===== src/rtl/multi_tc.sv =====
// ----------------------------------------------------------------------------
// multi_tc : memory-mapped multi-channel timer/counter.
//
// Provides N_CH independent down-counters. Each channel has its own
// prescaler, one-shot/periodic mode, sticky pending flag and interrupt mask.
// The OR of all unmasked pending flags drives the single IRQ line.
//
// Register map, per channel ch at byte offset ch*16:
//   +0 CTRL   [0] EN  [1] MODE (0 one-shot, 1 periodic)  [3] IM
//             [8 +: PRESC_W] PRESC
//   +4 PRESET WIDTH bits, read/write
//   +8 COUNT  read-only
//   +C STATUS [0] PEND, write 1 to clear
//
// Ports
//   clk      in   system clock
//   reset    in   synchronous, active-low
//   address  in   [31:2] word address; [3:2] register, [5:4] channel
//   WE       in   write strobe, one cycle per store
//   dataIn   in   [31:0] write data
//   dataOut  out  [31:0] read data, combinational from address
//   irq_vec  out  [N_CH-1:0] per-channel PEND & IM
//   IRQ      out  OR of irq_vec
// ----------------------------------------------------------------------------
module multi_tc #(
    parameter int N_CH    = 2,
    parameter int WIDTH   = 32,
    parameter int PRESC_W = 8
) (
    input  logic            clk,
    input  logic            reset,
    input  logic [31:2]     address,
    input  logic            WE,
    input  logic [31:0]     dataIn,
    output logic [31:0]     dataOut,
    output logic [N_CH-1:0] irq_vec,
    output logic            IRQ
);

    typedef enum logic [1:0] {
        ST_IDLE   = 2'd0,
        ST_LOAD   = 2'd1,
        ST_COUNT  = 2'd2,
        ST_EXPIRE = 2'd3
    } state_t;

    localparam logic [1:0] REG_CTRL   = 2'd0;
    localparam logic [1:0] REG_PRESET = 2'd1;
    localparam logic [1:0] REG_COUNT  = 2'd2;
    localparam logic [1:0] REG_STATUS = 2'd3;

    // Per-channel state
    state_t             r_state  [N_CH];
    logic [PRESC_W-1:0] r_presc  [N_CH];
    logic [PRESC_W-1:0] r_pcnt   [N_CH];
    logic [WIDTH-1:0]   r_preset [N_CH];
    logic [WIDTH-1:0]   r_count  [N_CH];
    logic [N_CH-1:0]    r_en;
    logic [N_CH-1:0]    r_mode;
    logic [N_CH-1:0]    r_im;
    logic [N_CH-1:0]    r_pend;

    // Bus decode
    logic [1:0]      w_reg_sel;
    logic [1:0]      w_ch_sel;
    logic [N_CH-1:0] w_wr_hit;
    logic            w_unused_bits;

    assign w_reg_sel = address[3:2];
    assign w_ch_sel  = address[5:4];

    // The bridge decodes the upper address bits; they carry no meaning here.
    assign w_unused_bits = &{1'b0, address[31:6], dataIn};

    // NOTE: every signal assigned in an always_comb gets a default first,
    // otherwise paths that skip the assignment infer a latch.
    always_comb begin
        w_wr_hit = '0;
        for (int ch = 0; ch < N_CH; ch++) begin
            w_wr_hit[ch] = WE && (w_ch_sel == 2'(ch));
        end
    end

    // A bus write to a channel freezes that channel's FSM and prescaler for
    // the cycle, so a write can never race an expiry on PEND or COUNT.
    // NOTE: sequential state uses non-blocking assignments only, so every
    // register samples the pre-edge value of every other register.
    always_ff @(posedge clk) begin
        if (!reset) begin
            for (int ch = 0; ch < N_CH; ch++) begin
                r_state[ch]  <= ST_IDLE;
                r_presc[ch]  <= '0;
                r_pcnt[ch]   <= '0;
                r_preset[ch] <= '0;
                r_count[ch]  <= '0;
            end
            r_en   <= '0;
            r_mode <= '0;
            r_im   <= '0;
            r_pend <= '0;
        end else begin
            for (int ch = 0; ch < N_CH; ch++) begin
                if (w_wr_hit[ch]) begin
                    case (w_reg_sel)
                        REG_CTRL: begin
                            r_en[ch]    <= dataIn[0];
                            r_mode[ch]  <= dataIn[1];
                            r_im[ch]    <= dataIn[3];
                            r_presc[ch] <= dataIn[8 +: PRESC_W];
                        end
                        REG_PRESET: r_preset[ch] <= dataIn[WIDTH-1:0];
                        REG_STATUS: begin
                            if (dataIn[0]) begin
                                r_pend[ch] <= 1'b0;
                            end
                        end
                        default: ; // COUNT is read-only
                    endcase
                end else begin
                    case (r_state[ch])
                        ST_IDLE: begin
                            if (r_en[ch]) begin
                                r_state[ch] <= ST_LOAD;
                            end
                        end
                        ST_LOAD: begin
                            r_count[ch] <= r_preset[ch];
                            r_pcnt[ch]  <= '0;
                            r_state[ch] <= ST_COUNT;
                        end
                        ST_COUNT: begin
                            if (!r_en[ch]) begin
                                r_state[ch] <= ST_IDLE;
                            end else if (r_pcnt[ch] == r_presc[ch]) begin
                                r_pcnt[ch] <= '0;
                                // PRESET of 0 or 1 both expire on the first tick.
                                if (r_count[ch] > WIDTH'(1)) begin
                                    r_count[ch] <= r_count[ch] - WIDTH'(1);
                                end else begin
                                    r_count[ch] <= '0;
                                    r_pend[ch]  <= 1'b1;
                                    r_state[ch] <= ST_EXPIRE;
                                end
                            end else begin
                                r_pcnt[ch] <= r_pcnt[ch] + PRESC_W'(1);
                            end
                        end
                        ST_EXPIRE: begin
                            if (r_mode[ch]) begin
                                r_state[ch] <= ST_LOAD;
                            end else begin
                                r_en[ch]    <= 1'b0;
                                r_state[ch] <= ST_IDLE;
                            end
                        end
                        default: r_state[ch] <= ST_IDLE;
                    endcase
                end
            end
        end
    end

    // Read mux; unimplemented channels and bits read as zero.
    always_comb begin
        dataOut = '0;
        for (int ch = 0; ch < N_CH; ch++) begin
            if (w_ch_sel == 2'(ch)) begin
                case (w_reg_sel)
                    REG_CTRL: begin
                        dataOut[0]             = r_en[ch];
                        dataOut[1]             = r_mode[ch];
                        dataOut[3]             = r_im[ch];
                        dataOut[8 +: PRESC_W]  = r_presc[ch];
                    end
                    REG_PRESET: dataOut = 32'(r_preset[ch]);
                    REG_COUNT:  dataOut = 32'(r_count[ch]);
                    default:    dataOut[0] = r_pend[ch];
                endcase
            end
        end
    end

    assign irq_vec = r_pend & r_im;
    assign IRQ     = |irq_vec;

endmodule


===== config.mk =====
export PLATFORM = sky130hd
export DESIGN_NAME = multi_tc
export DESIGN_NICKNAME = d
export VERILOG_FILES = /design/src/rtl/multi_tc.sv
export SDC_FILE = /design/constraint.sdc
export NUM_CORES = 1
export LEC_CHECK = 0
export BUFFER_PORTS_ARGS = -buffer_cell sky130_fd_sc_hd__buf_2
export CORE_UTILIZATION = 60
export CTS_BUF_LIST = sky130_fd_sc_hd__clkbuf_8
export DETAILED_ROUTE_END_ITERATION = 6
export GPL_ROUTABILITY_DRIVEN = 0
export GPL_TIMING_DRIVEN = 1
export PLACE_DENSITY = 0.83
export REMOVE_ABC_BUFFERS = 1
export SYNTH_ARGS = -nofsm -noshare
export SYNTH_HDL_FRONTEND = slang
export SYNTH_SLANG_ARGS = --single-unit

===== constraint.sdc =====
create_clock -name clk -period 4 [get_ports clk]
set_clock_uncertainty 0.05 [all_clocks]
set_input_delay 0.2 -clock clk [delete_from_list [all_inputs] [get_ports clk]]
set_output_delay 0.2 -clock clk [all_outputs]
set_load 0.1 [all_outputs]

======== Yosys cells after proc, flatten, opt, wreduce, memory -nomap -nowiden ========
Memories as Yosys holds them, arrays and structs flattened.
Index checks and enable logic that the tools add are counted.
storage, ports and cells
  register bits ........................... 8
  bits in writable memories ............... 164
  input bits .............................. 65
  output and inout port bits .............. 35
  word-level logic and storage cells ...... 269
  memories kept ........................... 5
memory list
  memory    words  width  rd ports  clocked after memory_dff  wr ports  line  source
  r_count   2      32     2         0                         2         57    logic [WIDTH-1:0] r_count [N_CH];
  r_preset  2      32     2         0                         2         56    logic [WIDTH-1:0] r_preset [N_CH];
  r_pcnt    2      8      2         0                         2         55    logic [PRESC_W-1:0] r_pcnt [N_CH];
  r_presc   2      8      2         0                         2         54    logic [PRESC_W-1:0] r_presc [N_CH];
  r_state   2      2      2         0                         2         53    state_t r_state [N_CH];
operators by class
  $add $sub $neg .......................... 4
  $lt $le $gt $ge ......................... 2
  eq/ne operators ......................... 22
  multiplexer cells ....................... 178
  bitwise gates (word level) .............. 29
  reduce and logical (&&, ||, !) cells .... 21
operator list
  kind                     number
  $mux W32                 10
  $mux W1                  134
  $gt A32 B1 Y1 const B    2
  $mux W8                  8
  $pmux W16 S2             2
  $sub A32 B1 Y32 const B  2
  $pmux W8 S3              2
  $or A1 B1 Y1             28
  $mux W2                  12
  $pmux W1 S3              6
  $add A8 B1 Y8 const B    2
  $eq A8 B8 Y1             2
  $pmux W4 S2              2
  $reduce_bool A2 Y1       8
  $eq A2 B2 Y1 const B     6
  $ne A2 B1 Y1 const B     6
  $reduce_and A6 Y1        2
  $eq A2 B1 Y1 const B     4
  $logic_not A2 Y1         4
  $ne A2 B2 Y1 const B     4
  $reduce_and A3 Y1        2
  $pmux W1 S2              2
  $reduce_and A2 Y1        2
  $and A2 B2 Y2            1
  2 further kinds          3

======== Logic depth before layout (Yosys ltp) ========
An unclocked memory read counts as a cell.
  word-level depth ........................ 12
  depth in mapped cells ................... 10
  mapped depth without buffers ............ 8

======== Worst setup path before layout ========
OpenSTA, ideal clock, no wires.
  kind .................................... input port to output port
  start point ............................. input address[2] (netlist bit)
  end point ............................... output dataOut[16]
  arrival ................................. 3.637 ns
  required time ........................... 3.750 ns
  setup slack ............................. 0.113 ns
  cell stages on the path ................. 7
  buffers on the path ..................... 3
  path through ............................ inv_1 -> ha_1 -> clkbuf_1 -> clkbuf_1 -> buf_1 -> a22oi_1 -> a211oi_1
between the ends
  word-level cells in the longest chain between the ends .. 5
  elaborated cells on any way between the ends .. 6
  classes of those cells .................. eq/ne (2); mux (4)
RTL lines
  what                                          line  source
  from (decl)                                   32    input logic [31:2] address,
  $eq A2 B2 Y1 or $eq A2 B1 Y1 (tied branches)  168   case (w_reg_sel)
  $pmux W16 S2                                  168
  $mux W32                                      167   if (w_ch_sel == 2'(ch)) begin
  $pmux W16 S2                                  168
  $mux W32 *                                    167
  to (decl)                                     35    output logic [31:0] dataOut,
Mark *: on every way between the ends. The rest lies on a longest branch, timed or not.

==> impl_results.md <==
- Pre-Repair DR Iteration Count: 5
- Setup_tns: 0 ns
- Max-slew headroom: 22.6%
- Final WL: 24000 um
- Via count: 7372
- Setup Fix Bufs, Post-CTS: 0
- Die H: 128 um
- IO Pins: 100
- Die ar.: 16400 um2
- CTS max path bufs: 2
- Asr flop ratio synth: 0%
- Starting Density: 62.2%
- Register bit total from synthesis: 172
- CTS sink count: 172
- Yosys cell types: 51
- Die X: 128 um
- RSZ-0062 raised after global routing: false
- Max Fclk: 282 MHz
- Slew Viols, Final: 0
- H-tree depth: 4
- Max-cap viol count: 0
- WP data required: 4.25 ns
- VDD IR-drop max: 0.000315 V
- Ys flop type: edfxtp_1
- CP Launch Type: flop
- Vias in the first global route: 6985
- CTS Root Cell: clkbuf_8
- TritonCTS clock tree: yes
- Core ar.: 15400 um2
- Worst R2R Setup Slack: 0.46 ns
- Worst Tran Pin Value: 1.16 ns
- Final hold viol count: 0
- Top cell type's share of synthesized area: 51.5%
- EDFF count, synth: 164
- Worst Hold Class: in -> reg
- Port Buf Inserts: 73
- WS Path Type: reg -> reg
- Post-place instance area: 10100 um2
- ANT cells: 0
- Total grt overflow: 0
- P&R area growth vs syn: 12.7%
- Final instance area: 10800 um2
- Mean routed wirelength per cell: 21.1 um
- First-pass GRT wire length: 37600 um
- Pwr Density: 443 nW/um2
- Final min period: 3.54 ns
- Commonest non-fill, non-tap cell in the layout: edfxtp_1
- Cell leakage power: 0.00361 uW
- Row Count: 45
- CP Max Fanout: 48
- DR vias/cell: 6.48
- Status: complete, no violations
- Post-synthesis sequential area ratio: 53.2%
- Layout cells sized above 1: 17.9%
- # DRC: 0
- Setup slack after layout: 0.460 ns
- Avg Cell Area, Syn: 11.5 um2
- Period utilization: 88.5%
- Largest cells by area after synthesis: edfxtp_1 (52%), xnor2_1 (4.8%), a211oi_2 (3.8%), xor2_1 (3.2%), and2_1 (3.1%)
- CP Capture Type: flop
- Remaining antenna violation count: 0
- Cell area after synthesis: 9560 um2
- Initial antenna violation count: 0
- Final setup fails: 0
- Largest net degree at the start of global routing: 64
- Mapped Cells: 830
- WP data arrival: 3.79 ns
- Yosys top cell by area: edfxtp_1
- 1st-iter DRT viols: 988
- Worst-skew pair later-pin latency: 0.47 ns
- Synth warn: 0
- Pre-CTS WS: 0.512 ns
- DP HPWL: 16100 um
- WHS: 0.0150 ns
- Fin util: 70.1%
- Nets: 988
- Clk pin slew, worst setup/hold paths: 0.09 ns
- Total track usage: 30.4%
- Cts bufs inserted: 17
- Most frequent cells in the layout: edfxtp_1 (164), nor2_1 (76), buf_2 (73), xnor2_1 (52), and2_1 (46)
## final timing paths
path                   from              end  depth (start not counted)
max          r_count[0][10]   r_count[0][27]                          6
max reg2reg  r_count[0][10]   r_count[0][27]                          6
min reg2reg         r_im[1]          r_im[1]                          2
min              dataIn[10]  r_preset[0][10]                          2
## sequential cells by signal, summed over array words and instances (netlist names)
| signal | count |
|---|---|
| r_preset | 64 |
| r_presc | 16 |
| r_count | 64 |
| r_im | 2 |
| r_en | 2 |
| r_mode | 2 |
| r_state | 4 |
| r_pend | 2 |
| r_pcnt | 16 |
## Yosys cell counts (4+ instances only)
cell / n
o21ai_0: 7
nand2b_1: 6
a211oi_2: 29
clkbuf_1: 35
and2_1: 47
ha_1: 10
nor3_1: 19
dfxtp_1: 8
nand4_1: 4
xnor2_1: 52
o2bb2ai_1: 32
a221oi_1: 21
or2_2: 4
and3_1: 8
a22oi_1: 21
nand2_1: 39
nand3_1: 26
a211oi_1: 32
xor2_1: 35
nor4_1: 20
a21boi_0: 6
buf_1: 12
edfxtp_1: 164
a222oi_1: 22
buf_6: 4
a21oi_1: 6
or4_1: 11
or3_1: 13
nor2b_1: 14
nor2_1: 76
inv_1: 15
## power breakdown
part           switching [uW]  leakage (uW)  internal [uW]
Sequential                262       0.00171           2240
Clock                     630      0.000189            603
Combinational             648       0.00171            384
## layer usage
metal | share of wire (%) | vias to the layer above | track usage, % | routed length, um
met5 | 0 | - | 0 | 0
met4 | 2.9 | 0 | 11.5 | 689
met3 | 7.6 | 55 | 5.22 | 1830
met2 | 49 | 352 | 49.6 | 11700
met1 | 41 | 3584 | 40.6 | 9730
li1 | - | 3381 | - | -
## critical path, stage by stage, from the launching register on
cell	delay, ns
edfxtp_1	0.48
or4_1	0.59
or4_4	0.51
or4b_4	0.62
and2_2	0.60
buf_4	0.33
a211oi_2	0.18
## what timing repair did
item,in CTS,in global routing
hold buffers,25,0
endpoints found under the hold margin,54,0
resized for setup,0,0
## cell type report
class / instances / area, um2
timing repair buffer: 121 / 813
inverter: 15 / 56.3
multi-input combinational: 586 / 4170
clock inverter: 15 / 155
sequential: 172 / 5080
clock buffer: 17 / 234
tap: 211 / 264
fill: 1111 / 4600
## stage by stage
stage          power [uW]  instances
4_1_cts              4760       1137
5_1_grt              4950       1137
3_5_place_dp         3540       1080
6_report             4770       1137
3_3_place_gp         3500       1080
2_1_floorplan        3200        773
## cell families (layout without fill, tap and decap cells)
logic type               count (synthesis)  in the layout  synth area share [%]
XOR/XNOR                                87             87                  7.97
multiplexers                             3              3                 0.445
AND/OR/NAND/NOR                        298            298                  16.5
flip-flops                             172            172                  53.2
adder cells (fa/ha/maj)                 10             10                  1.31
AO/OA/AOI/OAI                          188            188                  17.3
buffers and inverters                   72            168                  3.30
(Power assumes the default switching activity.)
